**src/rtl/cpu_sequencer_pkg.sv**
```systemverilog
// rtl/cpu_sequencer_pkg.sv - opcode constants and sequencer state encoding
package cpu_sequencer_pkg;

    // Opcode field of the instruction register
    localparam int OPCODE_MSB = 15;
    localparam int OPCODE_LSB = 12;

    // 4-bit opcodes shared with the decoder
    localparam logic [3:0] OP_SUB       = 4'd0;
    localparam logic [3:0] OP_ADD       = 4'd1;
    localparam logic [3:0] OP_AND       = 4'd2;
    localparam logic [3:0] OP_OR        = 4'd3;
    localparam logic [3:0] OP_XOR       = 4'd4;
    localparam logic [3:0] OP_SHL       = 4'd5;
    localparam logic [3:0] OP_SHR       = 4'd6;
    localparam logic [3:0] OP_LI        = 4'd7;
    localparam logic [3:0] OP_MOV       = 4'd8;
    localparam logic [3:0] OP_LOAD      = 4'd9;
    localparam logic [3:0] OP_STORE     = 4'd10;
    localparam logic [3:0] OP_COMPARE   = 4'd11;
    localparam logic [3:0] OP_CHECK_ADJ = 4'd12;
    localparam logic [3:0] OP_CHECK_MAP = 4'd13;
    localparam logic [3:0] OP_JMP       = 4'd14;
    localparam logic [3:0] OP_JNZ       = 4'd15;

    // Sequencer state encoding
    typedef enum logic [2:0] {
        ST_IDLE   = 3'd0,
        ST_FETCH  = 3'd1,
        ST_DECODE = 3'd2,
        ST_EXEC   = 3'd3,
        ST_MEM    = 3'd4,
        ST_WB     = 3'd5,
        ST_HALT   = 3'd6
    } seq_state_e;

    // Branches are the only instructions that leave the zero flag alone
    function automatic logic is_branch(input logic [3:0] op);
        return (op == OP_JMP) || (op == OP_JNZ);
    endfunction

endpackage

```
**src/rtl/cpu_sequencer.sv**
```systemverilog
// rtl/cpu_sequencer.sv - multi-cycle fetch/decode/exec/mem/wb control sequencer
module cpu_sequencer
    import cpu_sequencer_pkg::*;
#(
    parameter int          PC_W    = 6,
    parameter int unsigned PC_LAST = 63
) (
    input  logic            clk,
    input  logic            rst,
    input  logic            start,
    output logic            imem_req,
    output logic [PC_W-1:0] imem_addr,
    input  logic            imem_ack,
    input  logic [15:0]     imem_rdata,
    output logic [15:0]     ir,
    output logic            zf,
    input  logic            alu_zf,
    input  logic            dec_reg_we,
    input  logic            dec_mem_we,
    input  logic            dec_pc_we,
    input  logic            dec_sel2,
    input  logic [PC_W-1:0] dec_pc_in,
    output logic            reg_we,
    output logic            dmem_req,
    output logic            dmem_we,
    input  logic            dmem_ack,
    output logic            busy,
    output logic            done,
    output logic [15:0]     instr_count
);

    localparam logic [PC_W-1:0] PC_LAST_V = PC_W'(PC_LAST);

    seq_state_e      state_q, state_d;
    logic [PC_W-1:0] pc_q, pc_d;
    logic [15:0]     ir_q, ir_d;
    logic            zf_q, zf_d;
    logic [15:0]     cnt_q, cnt_d;
    logic [3:0]      opcode;

    assign opcode = ir_q[OPCODE_MSB:OPCODE_LSB];

    // State and architectural registers; reset abandons any pending access
    always_ff @(posedge clk or posedge rst) begin
        if (rst) begin
            state_q <= ST_IDLE;
            pc_q    <= '0;
            ir_q    <= 16'h0000;
            zf_q    <= 1'b0;
            cnt_q   <= 16'h0000;
        end else begin
            state_q <= state_d;
            pc_q    <= pc_d;
            ir_q    <= ir_d;
            zf_q    <= zf_d;
            cnt_q   <= cnt_d;
        end
    end

    // Next-state and register updates for each pipeline step
    always_comb begin
        state_d = state_q;
        pc_d    = pc_q;
        ir_d    = ir_q;
        zf_d    = zf_q;
        cnt_d   = cnt_q;
        case (state_q)
            ST_IDLE, ST_HALT: begin
                if (start) begin
                    pc_d    = '0;
                    state_d = ST_FETCH;
                end
            end
            ST_FETCH: begin
                if (imem_ack) begin
                    ir_d    = imem_rdata;
                    state_d = ST_DECODE;
                end
            end
            ST_DECODE: begin
                state_d = ST_EXEC;
            end
            ST_EXEC: begin
                if (!is_branch(opcode)) begin
                    zf_d = alu_zf;
                end
                state_d = (dec_mem_we || dec_sel2) ? ST_MEM : ST_WB;
            end
            ST_MEM: begin
                if (dmem_ack) begin
                    state_d = ST_WB;
                end
            end
            ST_WB: begin
                pc_d    = dec_pc_we ? dec_pc_in : pc_q + 1'b1;
                cnt_d   = (cnt_q == 16'hFFFF) ? cnt_q : cnt_q + 16'd1;
                state_d = ((pc_q == PC_LAST_V) && !dec_pc_we) ? ST_HALT : ST_FETCH;
            end
            default: begin
                state_d = ST_IDLE;
            end
        endcase
    end

    // Requests and strobes decode straight from the state register so reset drops them at once
    always_comb begin
        imem_req = (state_q == ST_FETCH);
        dmem_req = (state_q == ST_MEM);
        dmem_we  = (state_q == ST_MEM) && dec_mem_we;
        reg_we   = (state_q == ST_WB) && dec_reg_we;
        busy     = (state_q != ST_IDLE) && (state_q != ST_HALT);
        done     = (state_q == ST_HALT);
    end

    assign imem_addr   = pc_q;
    assign ir          = ir_q;
    assign zf          = zf_q;
    assign instr_count = cnt_q;

endmodule

```
**config.mk**
```make
export PLATFORM = sky130hd
export DESIGN_NAME = cpu_sequencer
export DESIGN_NICKNAME = d
export VERILOG_FILES = /design/src/rtl/cpu_sequencer_pkg.sv /design/src/rtl/cpu_sequencer.sv
export SDC_FILE = /design/constraint.sdc
export NUM_CORES = 1
export LEC_CHECK = 0
export ABC_AREA = 1
export BUFFER_PORTS_ARGS = -buffer_cell sky130_fd_sc_hd__buf_4
export CORE_AREA = 10 10 79 81
export CTS_BUF_LIST = sky130_fd_sc_hd__clkbuf_4 sky130_fd_sc_hd__clkbuf_8
export CTS_CLUSTER_SIZE = 16
export DETAILED_ROUTE_END_ITERATION = 12
export DIE_AREA = 0 0 89 91
export GPL_ROUTABILITY_DRIVEN = 0
export MAX_ROUTING_LAYER = met4
export PLACE_DENSITY = 0.82
export SETUP_SLACK_MARGIN = 0.1
export SLEW_MARGIN = 15
export SYNTH_ARGS = -nofsm -noshare
export SYNTH_HDL_FRONTEND = slang
export SYNTH_SLANG_ARGS = --single-unit
export TNS_END_PERCENT = 5
```
**constraint.sdc**
```tcl
create_clock -name clk -period 1.6 [get_ports clk]
set_input_delay 0.08 -clock clk [delete_from_list [all_inputs] [get_ports clk]]
set_output_delay 0.08 -clock clk [all_outputs]
set_load 0.02 [all_outputs]
```
-- Yosys cells after proc, flatten, opt, wreduce, memory -nomap -nowiden
Cells that the tools add are included.
- register bits: 42
- output and inout port bits: 45
- word-level logic and storage cells: 48
- add/subtract/negate cells: 2
- equality and inequality tests: 14
- multiplexer cells: 9
- bitwise gates (word level): 2
- reduce and logical (&&, ||, !) cells: 16
- operators by type and width (kind ; number):
    $pmux W3 S6 ; 1
    $add A16 B1 Y16 const B ; 1
    $eq A16 B16 Y1 const B ; 1
    $mux W3 ; 4
    $mux W6 ; 2
    $pmux W6 S2 ; 1
    $eq A3 B3 Y1 const B ; 3
    $eq A4 B4 Y1 const B ; 2
    $reduce_and A2 Y1 ; 4
    $add A6 B1 Y6 const B ; 1
    $eq A3 B2 Y1 const B ; 2
    $eq A6 B6 Y1 const B ; 1
    $logic_and A1 B1 Y1 ; 4
    $ne A2 B1 Y1 const B ; 2
    $eq A3 B1 Y1 const B ; 1
    $logic_not A3 Y1 ; 1
    $ne A3 B3 Y1 const B ; 1
    $reduce_and A3 Y1 ; 1
    $reduce_bool A3 Y1 ; 1
    $logic_or A1 B1 Y1 ; 2
    $ne A2 B2 Y1 const B ; 1
    $not A1 Y1 ; 2
    $reduce_bool A2 Y1 ; 1
    $reduce_or A2 Y1 ; 1
    2 further kinds ; 2

-- Depth between registers and ports, before layout
Gate-level depths: netlist (run 1).
- word-level depth: 4
- depth in mapped cells: 11
- gate-level depth less buffers: 10

-- Worst setup path after synthesis (run 1)
No wires, ideal clock.
- path type: reg2reg
- start: register cnt_q[0] (netlist: instr_count[0])
- end: register cnt_q[0] (netlist: instr_count[0])
- setup time: 0.117 ns
- data arrival time: 1.542 ns
- data required time: 1.483 ns
- setup slack: -0.059 ns
- stages on the path, launching flop included: 12
- clock period less this slack: 1.659 ns
- cells stage by stage: dfrtp_1 ha_1 nand3_1 inv_1 nand2_1 inv_1 nand2_1 nand2_4 inv_4 buf_6 nand2_1 nand2_1
- longest elaborated chain between the ends: 3
- elaborated cells on any way between the ends: 4
- those cells by class: add/sub: 1; eq/ne: 1; bitwise: 1; reduce/logical: 1
- ends and longest elaborated chain (item ; line ; source):
    start, declared ; cpu_sequencer.sv:38 ; logic [15:0] cnt_q, cnt_d;
    start signal, assigned ; cpu_sequencer.sv:56 ; cnt_q <= cnt_d;
    branches (longest 3 deep; another with $add A16 B1 Y16) ; n/a ;
Several ways; the timed one is not identified.
A chain may end at the register's enable or synchronous reset.

-- Worst setup path after layout (run 1)
- start: register state_q[1]
- end: output port dmem_we
- longest elaborated chain between the ends: 2
- ends and longest elaborated chain (item ; line ; source):
    start, declared ; cpu_sequencer.sv:34 ; seq_state_e state_q, state_d;
    start signal, assigned ; cpu_sequencer.sv:52 ; state_q <= state_d;
    $eq A3 B3 Y1 ; cpu_sequencer.sv:109 ; dmem_we = (state_q == ST_MEM) && dec_mem_we;
    $logic_and A1 B1 Y1 ; cpu_sequencer.sv:109 ;
    end, declared ; cpu_sequencer.sv:25 ; output logic dmem_we,
Every way passes these cells.

==> results.md, run 1 <==
- The end-of-flow core utilization is 0.730.
- The highest cell delay on the worst timing path is 0.48 ns.
- The cell area that synthesis handed to floorplanning was 0.00234 mm2.
- The pre-antenna-repair detailed-routing pass consisted of 4 iterations.
- The ratio of cells with drive above 1 in the final layout is 0.315.
- The clock input transition at the sequential cells of the worst setup and hold paths is 0.08 ns.
- The maximum clock frequency is 676 MHz.
- The min-delay analysis places its worst path in the category in2reg.
- The first global-routing pass estimated 11.0 mm of wire.
- The most used flip-flop cell after synthesis is sky130_fd_sc_hd__dfrtp_1.
- The final number of hold-violating endpoints is 0.
- The x dimension of the die is 89 um.
- The kind of cell with the highest combined delay on the critical path is flip-flops.
- The clock tree skew after final layout is 0.00197 ns.
- Among the stages of the critical path, the cell type that occurs most often is sky130_fd_sc_hd__inv_1.
- Data on the critical path is required at its endpoint by 1.52 ns.
- The number of buffers created by CTS is 5.
- sky130_fd_sc_hd__dfrtp_1 takes more of the synthesized area than any other cell.
- The cell at the root of the clock tree is sky130_fd_sc_hd__clkbuf_8.
- The max-slew violation count is 0.
- The number of clock sinks is 42.
- The share of synthesized area in the top cell type comes to 0.448.
- Entering global routing, the biggest net connects 43 pins.
- The run finished with clean final reports.
- Across all setup checks in the final design, the least slack found is 0.121 ns.
- The clock tree from TritonCTS is yes.
- Max-cap violations in this run came to 0.
- The share of the yosys chip area belonging to registers is 0.448.
- The total area inside the core boundary comes to 0.00466 mm2.
- The source of the critical timing path is state_q[1].
- The final period demand of the worst path is 1.48 ns.
- The final layout net count is 468.
- The leakage power summed over all cells is 0.00178 uW.
- The total length of routed wires is 6.98 mm.
- Counting the fill cells in the layout gives 351.
- Power spread over the standard cell area amounts to 1440 mW/mm2.
- The count of buffer and inverter cells on the critical path is 3.
- The number of flip-flops and latches in the synthesized netlist is 42.
- In this run the worst path has a maximum fanout of 7.
- The number of buffers inserted by port buffering is 76.
- Synthesis produced 328 cells.
- The iteration-0 DRC count of the detailed router is 129.
- The initial utilization of the core area, before any placement, comes to 0.503.
- The worst supply voltage drop on vdd is between 1000 and 1500 uV.
- In this run the number of H-tree levels came out at 2.
- Measured against its own limit, the worst slew margin works out to 0.641.
- The slowest stage of the critical path is the sky130_fd_sc_hd__dfrtp_2 cell.
- The count of yosys warnings during synthesis is 0.
- The number of nets produced by synthesis is 362.
- Setup repair after global routing could not meet its margin everywhere.
- The maximum clock insertion buffer count is 2.
- The slew at the pin closest to its max-slew limit is 0.537 ns.
- The later pin in the worst-skew pair is clocked with a latency of 0.30 ns.
- The detail route stage leaves a number of antenna-violating nets equal to 0.
- The capturing element type of the critical path is an output port.
- In this run the cell area measured after placement is 0.00301 mm2.
- The final HPWL from detailed placement is 4.78 mm.
- The number of standard cells in the layout, taps in and fillers out is 489.
- The cell total after placement is between 400 and 500.
- The average footprint of a synthesized cell is 7.15 um2.
- Dividing the detail-routed via count by the number of cells gives slightly above 5.
- After detailed routing, the number of remaining DRC violations is 0.
- At the placement stage, the worst setup path has a slack of 0.0449 ns.
- The number of antenna diodes in the final layout is 0.
- Counting instances in the post-synthesis netlist gives the leading cell types as 131 x sky130_fd_sc_hd__nand2_1, 42 x sky130_fd_sc_hd__dfrtp_1, 35 x sky130_fd_sc_hd__nor2_1.
- In this run the most critical hold path is launched from imem_rdata[6].
- In the global route stage, overall resource usage came out at 0.171.
- In this run the core area contains 25 standard-cell rows.
- The share of async-settable or async-resettable flops after synthesis is 1.00.
- Setup violations remaining at the end of the flow were counted as 0.
- The share of the clock period used by the worst path after layout is 0.924.
- The most instantiated library cell after synthesis is sky130_fd_sc_hd__nand2_1.
- The startpoint identified for the worst register-to-register timing path is instr_count[1].
- Summing over every cut layer, the via total after detailed routing is 2500.
- Global routing finished with a remaining overflow of 0.
- The total die area is 0.00810 mm2.
- STA puts the critical path data arrival time at about 1.4 ns.
- Traced cell by cell, the critical path runs through inv_1 -> nand2_2 -> nor2_4 -> inv_1 -> nor2_1 -> buf_4.
- The number of antenna violations at the first check in global routing came to 0.
- After routing the design area is 0.00340 mm2.
- The post-detailed-route wirelength per cell is 14.3 um.
- From synthesis to final layout, the design area changed by 45.0%.
- The via count of the first global-routing pass is 2353.
- The setup path with the least slack is of type reg2out.
- The die is 91 um tall.
- For the final routed database, the setup TNS stands at 0 ns.
- The count of flip-flops with a built-in enable after synthesis is 0.
- The synthesized netlist contains 26 unique library cells.
- The worst setup path is launched from a register.
- By area the synthesized netlist is led by sky130_fd_sc_hd__dfrtp_1 45%, sky130_fd_sc_hd__nand2_1 21%, sky130_fd_sc_hd__nand3_1 7.0%.
- The number of top-level pins is 77.
==> tightest hold or removal path: stages <==
cell	delay (ns)
sky130_fd_sc_hd__buf_4	0.08
sky130_fd_sc_hd__nand3_1	0.06
sky130_fd_sc_hd__nand2_1	0.06
==> through the flow <==
step | hold slack (ns) | total power (uW)
floorplan | 0.201 | 2960
global placement | 0.258 | 3770
detailed placement | 0.255 | 3820
CTS | 0.00143 | 4690
global route | 0.0104 | 5250
finish | 0.00229 | 4910
==> layer usage <==
metal | vias up | wire length, um | track usage | part of all wire
li1 | 1238 | - | - | -
met1 | 1155 | 2780 | 0.194 | 0.40
met2 | 98 | 3380 | 0.267 | 0.48
met3 | 9 | 716 | 0.0634 | 0.10
met4 | 0 | 103 | 0.0663 | 0.015
met5 | - | 0 | - | 0
==> report_power, final <==
group / total [uW] / leakage, uW / internal (uW) / switching [uW]
Clock: 850 / 0.0000579 / 460 / 391
Combinational: 2340 / 0.00119 / 1000 / 1340
Sequential: 1720 / 0.000534 / 1400 / 318
==> logic make-up (layout without fill, tap and decap cells) <==
| kind of cell | Yosys count | in the layout | synth area share |
|---|---|---|---|
| adder cells (fa/ha/maj) | 2 | 2 | 0.0107 |
| AO/OA/AOI/OAI | 19 | 19 | 0.0448 |
| flip-flops | 42 | 42 | 0.448 |
| XOR/XNOR | 10 | 10 | 0.0374 |
| AND/OR/NAND/NOR | 213 | 213 | 0.384 |
| buffers and inverters | 42 | 149 | 0.0747 |
==> state kept, by name, indices dropped and copies added (netlist names) <==
| name | count |
|---|---|
| imem_addr | 6 |
| instr_count | 16 |
| ir | 16 |
| state_q | 3 |
| zf | 1 |
==> cell type report <==
class,instances,area [um2],share of cell area
clock buffer,5,68.8,0.0202
clock inverter,3,40.0,0.0118
inverter,35,139,0.0408
multi-input combinational,244,1170,0.344
sequential,42,1060,0.313
tap,54,67.6,0.0199
timing repair buffer,106,852,0.251
==> cells in the final DEF, fill, tap and decap left out, types with 3 or more instances in the layout <==
cell type	instances
sky130_fd_sc_hd__buf_4	94
sky130_fd_sc_hd__clkbuf_8	5
sky130_fd_sc_hd__dfrtp_1	31
sky130_fd_sc_hd__dfrtp_2	11
sky130_fd_sc_hd__dlygate4sd3_1	9
sky130_fd_sc_hd__inv_1	29
sky130_fd_sc_hd__inv_2	3
sky130_fd_sc_hd__nand2_1	126
sky130_fd_sc_hd__nand2_2	5
sky130_fd_sc_hd__nand3_1	32
sky130_fd_sc_hd__nand4_1	7
sky130_fd_sc_hd__nor2_1	32
sky130_fd_sc_hd__nor2_2	3
sky130_fd_sc_hd__o21ai_0	14
sky130_fd_sc_hd__xnor2_1	7
sky130_fd_sc_hd__xor2_1	3
==> path summary, 6_finish.rpt <==
kind                              endpoint  slack, ns  depth (start not counted)
max                                dmem_we       0.12                          6
min                                  ir[6]      0.002                          3
max reg2reg                instr_count[11]       0.13                         10
min reg2reg                          ir[2]       0.48                          2
max in group asynchronous   instr_count[9]       0.74                          4
min in group asynchronous            ir[6]       0.45                          4
==> what timing repair did <==
| item | CTS | global route |
|---|---|---|
| hold endpoints to repair | 50 | 0 |
| pin swaps | 1 | 4 |
| gates cloned | 0 | 1 |
| buffers inserted | 1 | 12 |
| endpoints found under the setup margin | 18 | 41 |
| hold buffers | 9 | 0 |
| gates resized for setup | 1 | 23 |
No activity file was read; power rests on OpenSTA's default activity.
==> inputs of run 2 (changes only) <==
Settings changed: BUFFER_PORTS_ARGS -buffer_cell sky130_fd_sc_hd__buf_4 to not set, DONT_BUFFER_PORTS set to 1, PLACE_DENSITY 0.82 to 0.68.
==> run 2 against run 1 <==
Critical path type unchanged. Clock skew increased by 0.0097 ns. Final area fell by 11%. Worst hold slack better by 0.035 ns. Sequential cell count stayed put. First-iteration DRC count shrank 22%. Non-clock buffer count is 51 lower. Die area unchanged. Count of clock-buffer cells in the layout did not move. Sequential share of layout area is 3.8 points higher.
==> results.md, run 2 (synthesis results as in run 1) <==
- The clock tree skew after final layout is 0.0116 ns (+0.00968 ns).
- The minimum setup slack after placement is 0.0416 ns (-0.00332 ns).
- The critical path starts at state_q[1].
- The start point of the worst min-delay path is dec_pc_in[1].
- The kind of start point of the critical path is a register.
- The data required time of the critical path is 1.52 ns (about the same).
- The arrival time of the worst setup path was 1.40 ns (about the same).
- The depth of the worst register-to-register path is 10 (unchanged).
- The worst setup path is captured at an output port.
- The starting density of the core is 0.503 (unchanged).
- The area added between synthesis and finish is 28.4%.
- The largest net degree at the start of global routing is 21 (-51%).
- The critical register-to-register path endpoint is instr_count[2].
- The power consumption is 4280 uW (-13%).
- The total routing usage reported by global routing was 0.164 (-0.00720).
- The worst min-delay path class is in2reg.
- Leaving out fill and tap cells, the most frequent cell in the layout is sky130_fd_sc_hd__nand2_1.
- The share of the clock period used by the worst path after layout came to 0.924 (about the same).
- The post-detailed-route wirelength per cell was 14.5 um (+1.9%).
- The maximum clock insertion buffer count was 2 (unchanged).
- The setup slack of the most critical reg-to-reg path was 0.18 ns (+0.05 ns).
- The via count was 2259 (-9.6%).
- The final layout net count is 417 (-11%).
- The worst supply voltage drop on vdd came to 1140 uV (+12%).
- The hold-critical path depth is 3 (unchanged).
- The total length of routed wires was 6.37 mm (-8.7%).
- The total die area is 0.00810 mm2 (unchanged).
- The startpoint of the worst register-to-register path is instr_count[1].
- The library cells used most frequently in the layout, excluding fill and tap cells, are 128 x sky130_fd_sc_hd__nand2_1, 37 x sky130_fd_sc_hd__dfrtp_1, 33 x sky130_fd_sc_hd__buf_4, 32 x sky130_fd_sc_hd__nand3_1, 30 x sky130_fd_sc_hd__nor2_1.
- The worst slew margin relative to its limit is 0.599 (-0.0417).
- The number of endpoints failing setup at the final stage is 0 (unchanged).
- The placeable core region is 0.00466 mm2 (unchanged).
- Setup repair after global routing could not meet its margin everywhere.
- The flow ran to the end, and the final reports show no timing, DRC or antenna violations.
- The worst setup path category is reg2out.
- The slew at the pin closest to its max-slew limit is 0.599 ns (+0.0619 ns).
- The clock latency reported for the late side of the worst-skew pair was 0.30 ns (about the same).
- The number of clock sinks is 42 (unchanged).
- The path with the worst hold slack has its endpoint at imem_addr[1].
- The x dimension of the die is 89 um (unchanged).
- The number of buffers created by CTS came to 5 (unchanged).
- The final HPWL from detailed placement is 4.59 mm (-4.1%).
- The ratio of cells with drive above 1 in the final layout is 0.177 (-0.138).
- The iteration-0 DRC count of the detailed router was 101 (-22%).
- The overflow left after global routing is 0 (unchanged).
- The largest fanout on the critical path came to 7 (unchanged).
- The count of antenna-violating nets left after detailed routing is 0 (unchanged).
- The areal power density over the cells is 1420 mW/mm2 (-1.4%).
- The via count of the first global-routing pass is 2195 (-6.7%).
- The depth of the CTS H-tree came to 2 (unchanged).
- The number of top-level pins is 77 (unchanged).
- The number of buffers inserted by port buffering is 0 (-100%).
- The number of search-and-repair iterations in the first detailed-routing pass was 4 (unchanged).
- The antenna diode instance count is 0 (unchanged).
- The cell sitting at the root of the clock tree is a sky130_fd_sc_hd__clkbuf_8.
- The clock input transition at the sequential cells of the worst setup and hold paths was 0.09 ns (about the same).
- The max-slew violation count is 0 (unchanged).
- The maximum clock frequency is 677 MHz (about the same).
- The via density per instance is 5.16 (+0.88%).
- The number of placement rows is 25 (unchanged).
- The number of violations of the max-capacitance limit is 0 (unchanged).
- The number of antenna violations at the first check in global routing is 0 (unchanged).
- The global-route wire length before repair is 10.4 mm (-5.1%).
- The total negative setup slack is 0 ns (unchanged).
- The post-route DRC violation count is 0 (unchanged).
- The worst hold slack is 0.0374 ns (+0.0351 ns).
- The leakage power summed over all cells is 0.00151 uW (-15%).
- TritonCTS built the clock tree.
- The final number of hold-violating endpoints came to 0 (unchanged).
- The post-route worst setup slack was 0.122 ns (+0.00125 ns).
- The end-of-flow core utilization is 0.646 (-0.0838).
- The final period demand of the worst path was 1.48 ns (-0.00125 ns).
- The overall die height is 91 um (unchanged).
==> run 2: cell types whose count changed in the layout (fill, tap and decap cells not counted), moves of 2 or more <==
cell,previous run,this run
sky130_fd_sc_hd__dfrtp_2,11,5
sky130_fd_sc_hd__dfrtp_1,31,37
sky130_fd_sc_hd__clkinv_2,2,0
sky130_fd_sc_hd__nor2_1,32,30
sky130_fd_sc_hd__nand2_2,5,3
sky130_fd_sc_hd__buf_4,94,33
sky130_fd_sc_hd__nand2_1,126,128
sky130_fd_sc_hd__dlygate4sd3_1,9,21
==> run 2: worst max path at each step <==
stage	endpoint	slack, ns	cells past startpoint
2_1_floorplan	state_q[1]	0.09	8
3_3_place_gp	instr_count[1]	0.10	6
3_5_place_dp	instr_count[4]	0.04	6
4_1_cts	busy	0.04	5
5_1_grt	dmem_we	0.04	6
6_report	dmem_we	0.12	6
==> run 2: metal layers <==
| metal | track usage | up-vias | wire, um |
|---|---|---|---|
| met5 | - | - | 0 |
| met4 | 0.0438 | 0 | 63 |
| met3 | 0.0608 | 5 | 674 |
| met1 | 0.194 | 1019 | 2620 |
| met2 | 0.256 | 92 | 3010 |
| li1 | - | 1143 | - |
==> run 2: final cells by class <==
type	instances	area (um2)
sequential	42	1060
clock buffer	5	68.8
timing repair buffer	55	478
tap	54	67.6
multi-input combinational	244	1170
inverter	35	136
fill	404	1650
clock inverter	3	28.8
==> run 2: timing repair <==
item / in CTS / in global routing
setup buffers: 2 / 5
endpoints found under the setup margin: 19 / 36
hold buffers: 21 / 0
endpoints found under the hold margin: 66 / 0
gates resized for setup: 0 / 16
pin swaps: 1 / 3
==> run 2: through the flow <==
stage,area (um2),cells
2_1_floorplan,2370,328
3_3_place_gp,2590,402
3_5_place_dp,2590,402
4_1_cts,2920,433
5_1_grt,3010,438
6_report,3010,438
==> run 2: critical path, cell delays in order, from the launching register on <==
cell                      delay [ns]
sky130_fd_sc_hd__dfrtp_2        0.48
sky130_fd_sc_hd__inv_1          0.09
sky130_fd_sc_hd__nand2_2        0.08
sky130_fd_sc_hd__nor2_4         0.14
sky130_fd_sc_hd__inv_1          0.06
sky130_fd_sc_hd__nor2_1         0.09
sky130_fd_sc_hd__buf_4          0.15
==> run 2: power by group <==
part | switching (uW) | internal (uW)
sequential | 650 | 1390
clock | 410 | 326
combinational | 920 | 586
total | 1980 | 2300
==> inputs of run 3 (changes only) <==
Settings changed: CORE_AREA 10 10 79 81 to 10 10 108 110, DIE_AREA 0 0 89 91 to 0 0 118 120, PLACE_DENSITY 0.68 to 0.41.
==> run 3 against run 2 <==
Final area increased by 7.3%. Global-route usage decreased by 5.9 points. Register-to-register slack improved by 0.03 ns. Maximum frequency increased by 2.9%. Die area increased by 75%. Total power increased by 5.6%. Clock power increased by 16%. Setup slack improved by 0.042 ns.
==> results.md, run 3 (synthesis results as in run 1) <==
- The post-route DRC violation count came to 0 (unchanged).
- The clock latency reported for the late side of the worst-skew pair is 0.30 ns (about the same).
- The worst slew margin relative to its limit was 0.569 (-0.0299).
- The number of placement rows was 36 (+44%).
- The number of standard cells in the layout, taps in and fillers out is 532 (+21%).
- The total length of routed wires is 7.25 mm (+14%).
- The final HPWL from detailed placement is 5.40 mm (+18%).
- The worst setup path is launched from a register.
- The run finished with clean final reports.
- The library cell used most frequently in the layout, excluding fill and tap cells, is sky130_fd_sc_hd__nand2_1.
- The iteration-0 DRC count of the detailed router is 80 (-21%).
- The number of clock sinks is 42 (unchanged).
- The overflow left after global routing came to 0 (unchanged).
- The maximum clock frequency is 696 MHz (+2.9%).
- The final layout net count is 432 (+3.6%).
- The slew at the pin closest to its max-slew limit is 0.646 ns (+0.0468 ns).
- The global-route wire length before repair is 12.0 mm (+15%).
- The max-slew violation count is 0 (unchanged).
- The top cell types in the final layout, fill and taps aside, are 129 x sky130_fd_sc_hd__nand2_1, 46 x sky130_fd_sc_hd__buf_4, 34 x sky130_fd_sc_hd__dfrtp_1, 32 x sky130_fd_sc_hd__nand3_1, 31 x sky130_fd_sc_hd__nor2_1.
- The share of the clock period used by the worst path after layout is 0.897 (-0.0261).
- The number of antenna violations at the first check in global routing is 0 (unchanged).
- The clock tree skew after final layout is 0.0121 ns (+0.000477 ns).
- The number of top-level pins came to 77 (unchanged).
- The placeable core region is 0.00955 mm2 (+100%).
- The worst supply voltage drop on vdd is 619 uV (-46%).
- The number of violations of the max-capacitance limit was 0 (unchanged).
- Setup repair after global routing could not meet its margin everywhere.
- The end-of-flow core utilization came to 0.338 (-0.308).
- The number of endpoints failing setup at the final stage is 0 (unchanged).
- The x dimension of the die was 118 um (+33%).
- The maximum clock insertion buffer count was 2 (unchanged).
- The number of buffers inserted by port buffering is 0 (unchanged).
- The cell at the root of the clock tree is sky130_fd_sc_hd__clkbuf_8.
- The worst setup path category is reg2out.
- The via count came to 2280 (+0.93%).
- The total routing usage reported by global routing was 0.105 (-0.0591).
- The data required time of the critical path is 1.52 ns (about the same).
- TritonCTS built the clock tree.
- The starting density of the core was 0.246 (-0.258).
- The area added between synthesis and finish is 37.8%.
- The leakage power summed over all cells is 0.00160 uW (+6.0%).
- The number of buffers created by CTS was 5 (unchanged).
- The ratio of cells with drive above 1 in the final layout is 0.213 (+0.0359).
- The cell total after placement is 489 (+22%).
- The total die area is 0.0142 mm2 (+75%).
- The total negative setup slack is 0 ns (unchanged).
- The final number of hold-violating endpoints is 0 (unchanged).
- The via count of the first global-routing pass is 2256 (+2.8%).
- The areal power density over the cells is 1400 mW/mm2 (-1.6%).
- The via density per instance was 4.29 (-17%).
- The worst setup path is captured at an output port.
- The path class of the tightest hold or removal check is in2reg.
- The final period demand of the worst path is 1.44 ns (-0.0418 ns).
- The largest fanout on the critical path came to 6 (-1).
- The clock input transition at the sequential cells of the worst setup and hold paths is 0.09 ns (about the same).
- The overall die height is 120 um (+32%).
- The depth of the CTS H-tree came to 2 (unchanged).
- The arrival time of the worst setup path was 1.36 ns (-0.04 ns).
- The post-detailed-route wirelength per cell is 13.6 um (-6.3%).
- The antenna diode instance count came to 0 (unchanged).
- The number of search-and-repair iterations in the first detailed-routing pass is 4 (unchanged).
- The count of antenna-violating nets left after detailed routing came to 0 (unchanged).
- The largest net degree at the start of global routing is 23 (+9.5%).
[run 3: path summary, 6_finish.rpt]
check	from	to	slack [ns]	depth (start not counted)
worst max-delay path	state_q[0]	reg_we	0.16	6
worst max register to register	instr_count[1]	instr_count[5]	0.21	10
worst min-delay path	dec_pc_we	imem_addr[5]	0.03	4
worst min register to register	state_q[2]	state_q[2]	0.55	2
min in group asynchronous	rst	instr_count[9]	0.26	2
max in group asynchronous	rst	state_q[2]	0.83	3
[run 3: cell type report]
cell class              count  area [um2]
clock buffers               5        68.8
flip-flops and latches     42        1060
repair buffers             70         609
clock inverters             3        40.0
fillers                  1046        6320
inverters                  35         134
well taps                 133         166
multi-input cells         244        1150
[run 3: layer usage]
layer,global-route usage,routed length [um],vias to the layer above
li1,-,-,1168
met4,0.0255,73,0
met1,0.126,3280,1036
met2,0.168,3380,69
met3,0.0333,524,7
met5,-,0,-
[run 3: report_power, final]
group / total [uW] / internal, uW / switching [uW]
combinational: 1670 / 692 / 982
sequential: 1990 / 1390 / 599
clock: 857 / 460 / 397
[run 3: critical path, cell delays in order (launching register included)]
cell	delay [ns]
sky130_fd_sc_hd__dfrtp_1	0.37
sky130_fd_sc_hd__inv_2	0.05
sky130_fd_sc_hd__buf_4	0.13
sky130_fd_sc_hd__nor3_4	0.15
sky130_fd_sc_hd__inv_2	0.10
sky130_fd_sc_hd__nor2_1	0.09
sky130_fd_sc_hd__buf_4	0.15
[run 3: what timing repair did]
| item | CTS | global route |
|---|---|---|
| hold endpoints to repair | 43 | 0 |
| hold buffers | 21 | 0 |
| pin swaps | 2 | 3 |
| endpoints found under the setup margin | 18 | 21 |
| gates resized for setup | 2 | 13 |
| buffers inserted | 8 | 6 |
[run 3: through the flow]
| step | power, uW | worst slack (ns) | cell area [um2] | hold WS, ns |
|---|---|---|---|---|
| after CTS | 4520 | 0.0907 | 3150 | 0.0210 |
| after global placement | 3440 | 0.104 | 2770 | 0.0304 |
| after detailed placement | 3460 | 0.0550 | 2770 | 0.0274 |
| after global routing | 4900 | 0.0614 | 3230 | 0.0510 |
| after floorplan | 2960 | 0.0863 | 2370 | 0.201 |
| final | 4520 | 0.164 | 3230 | 0.0337 |
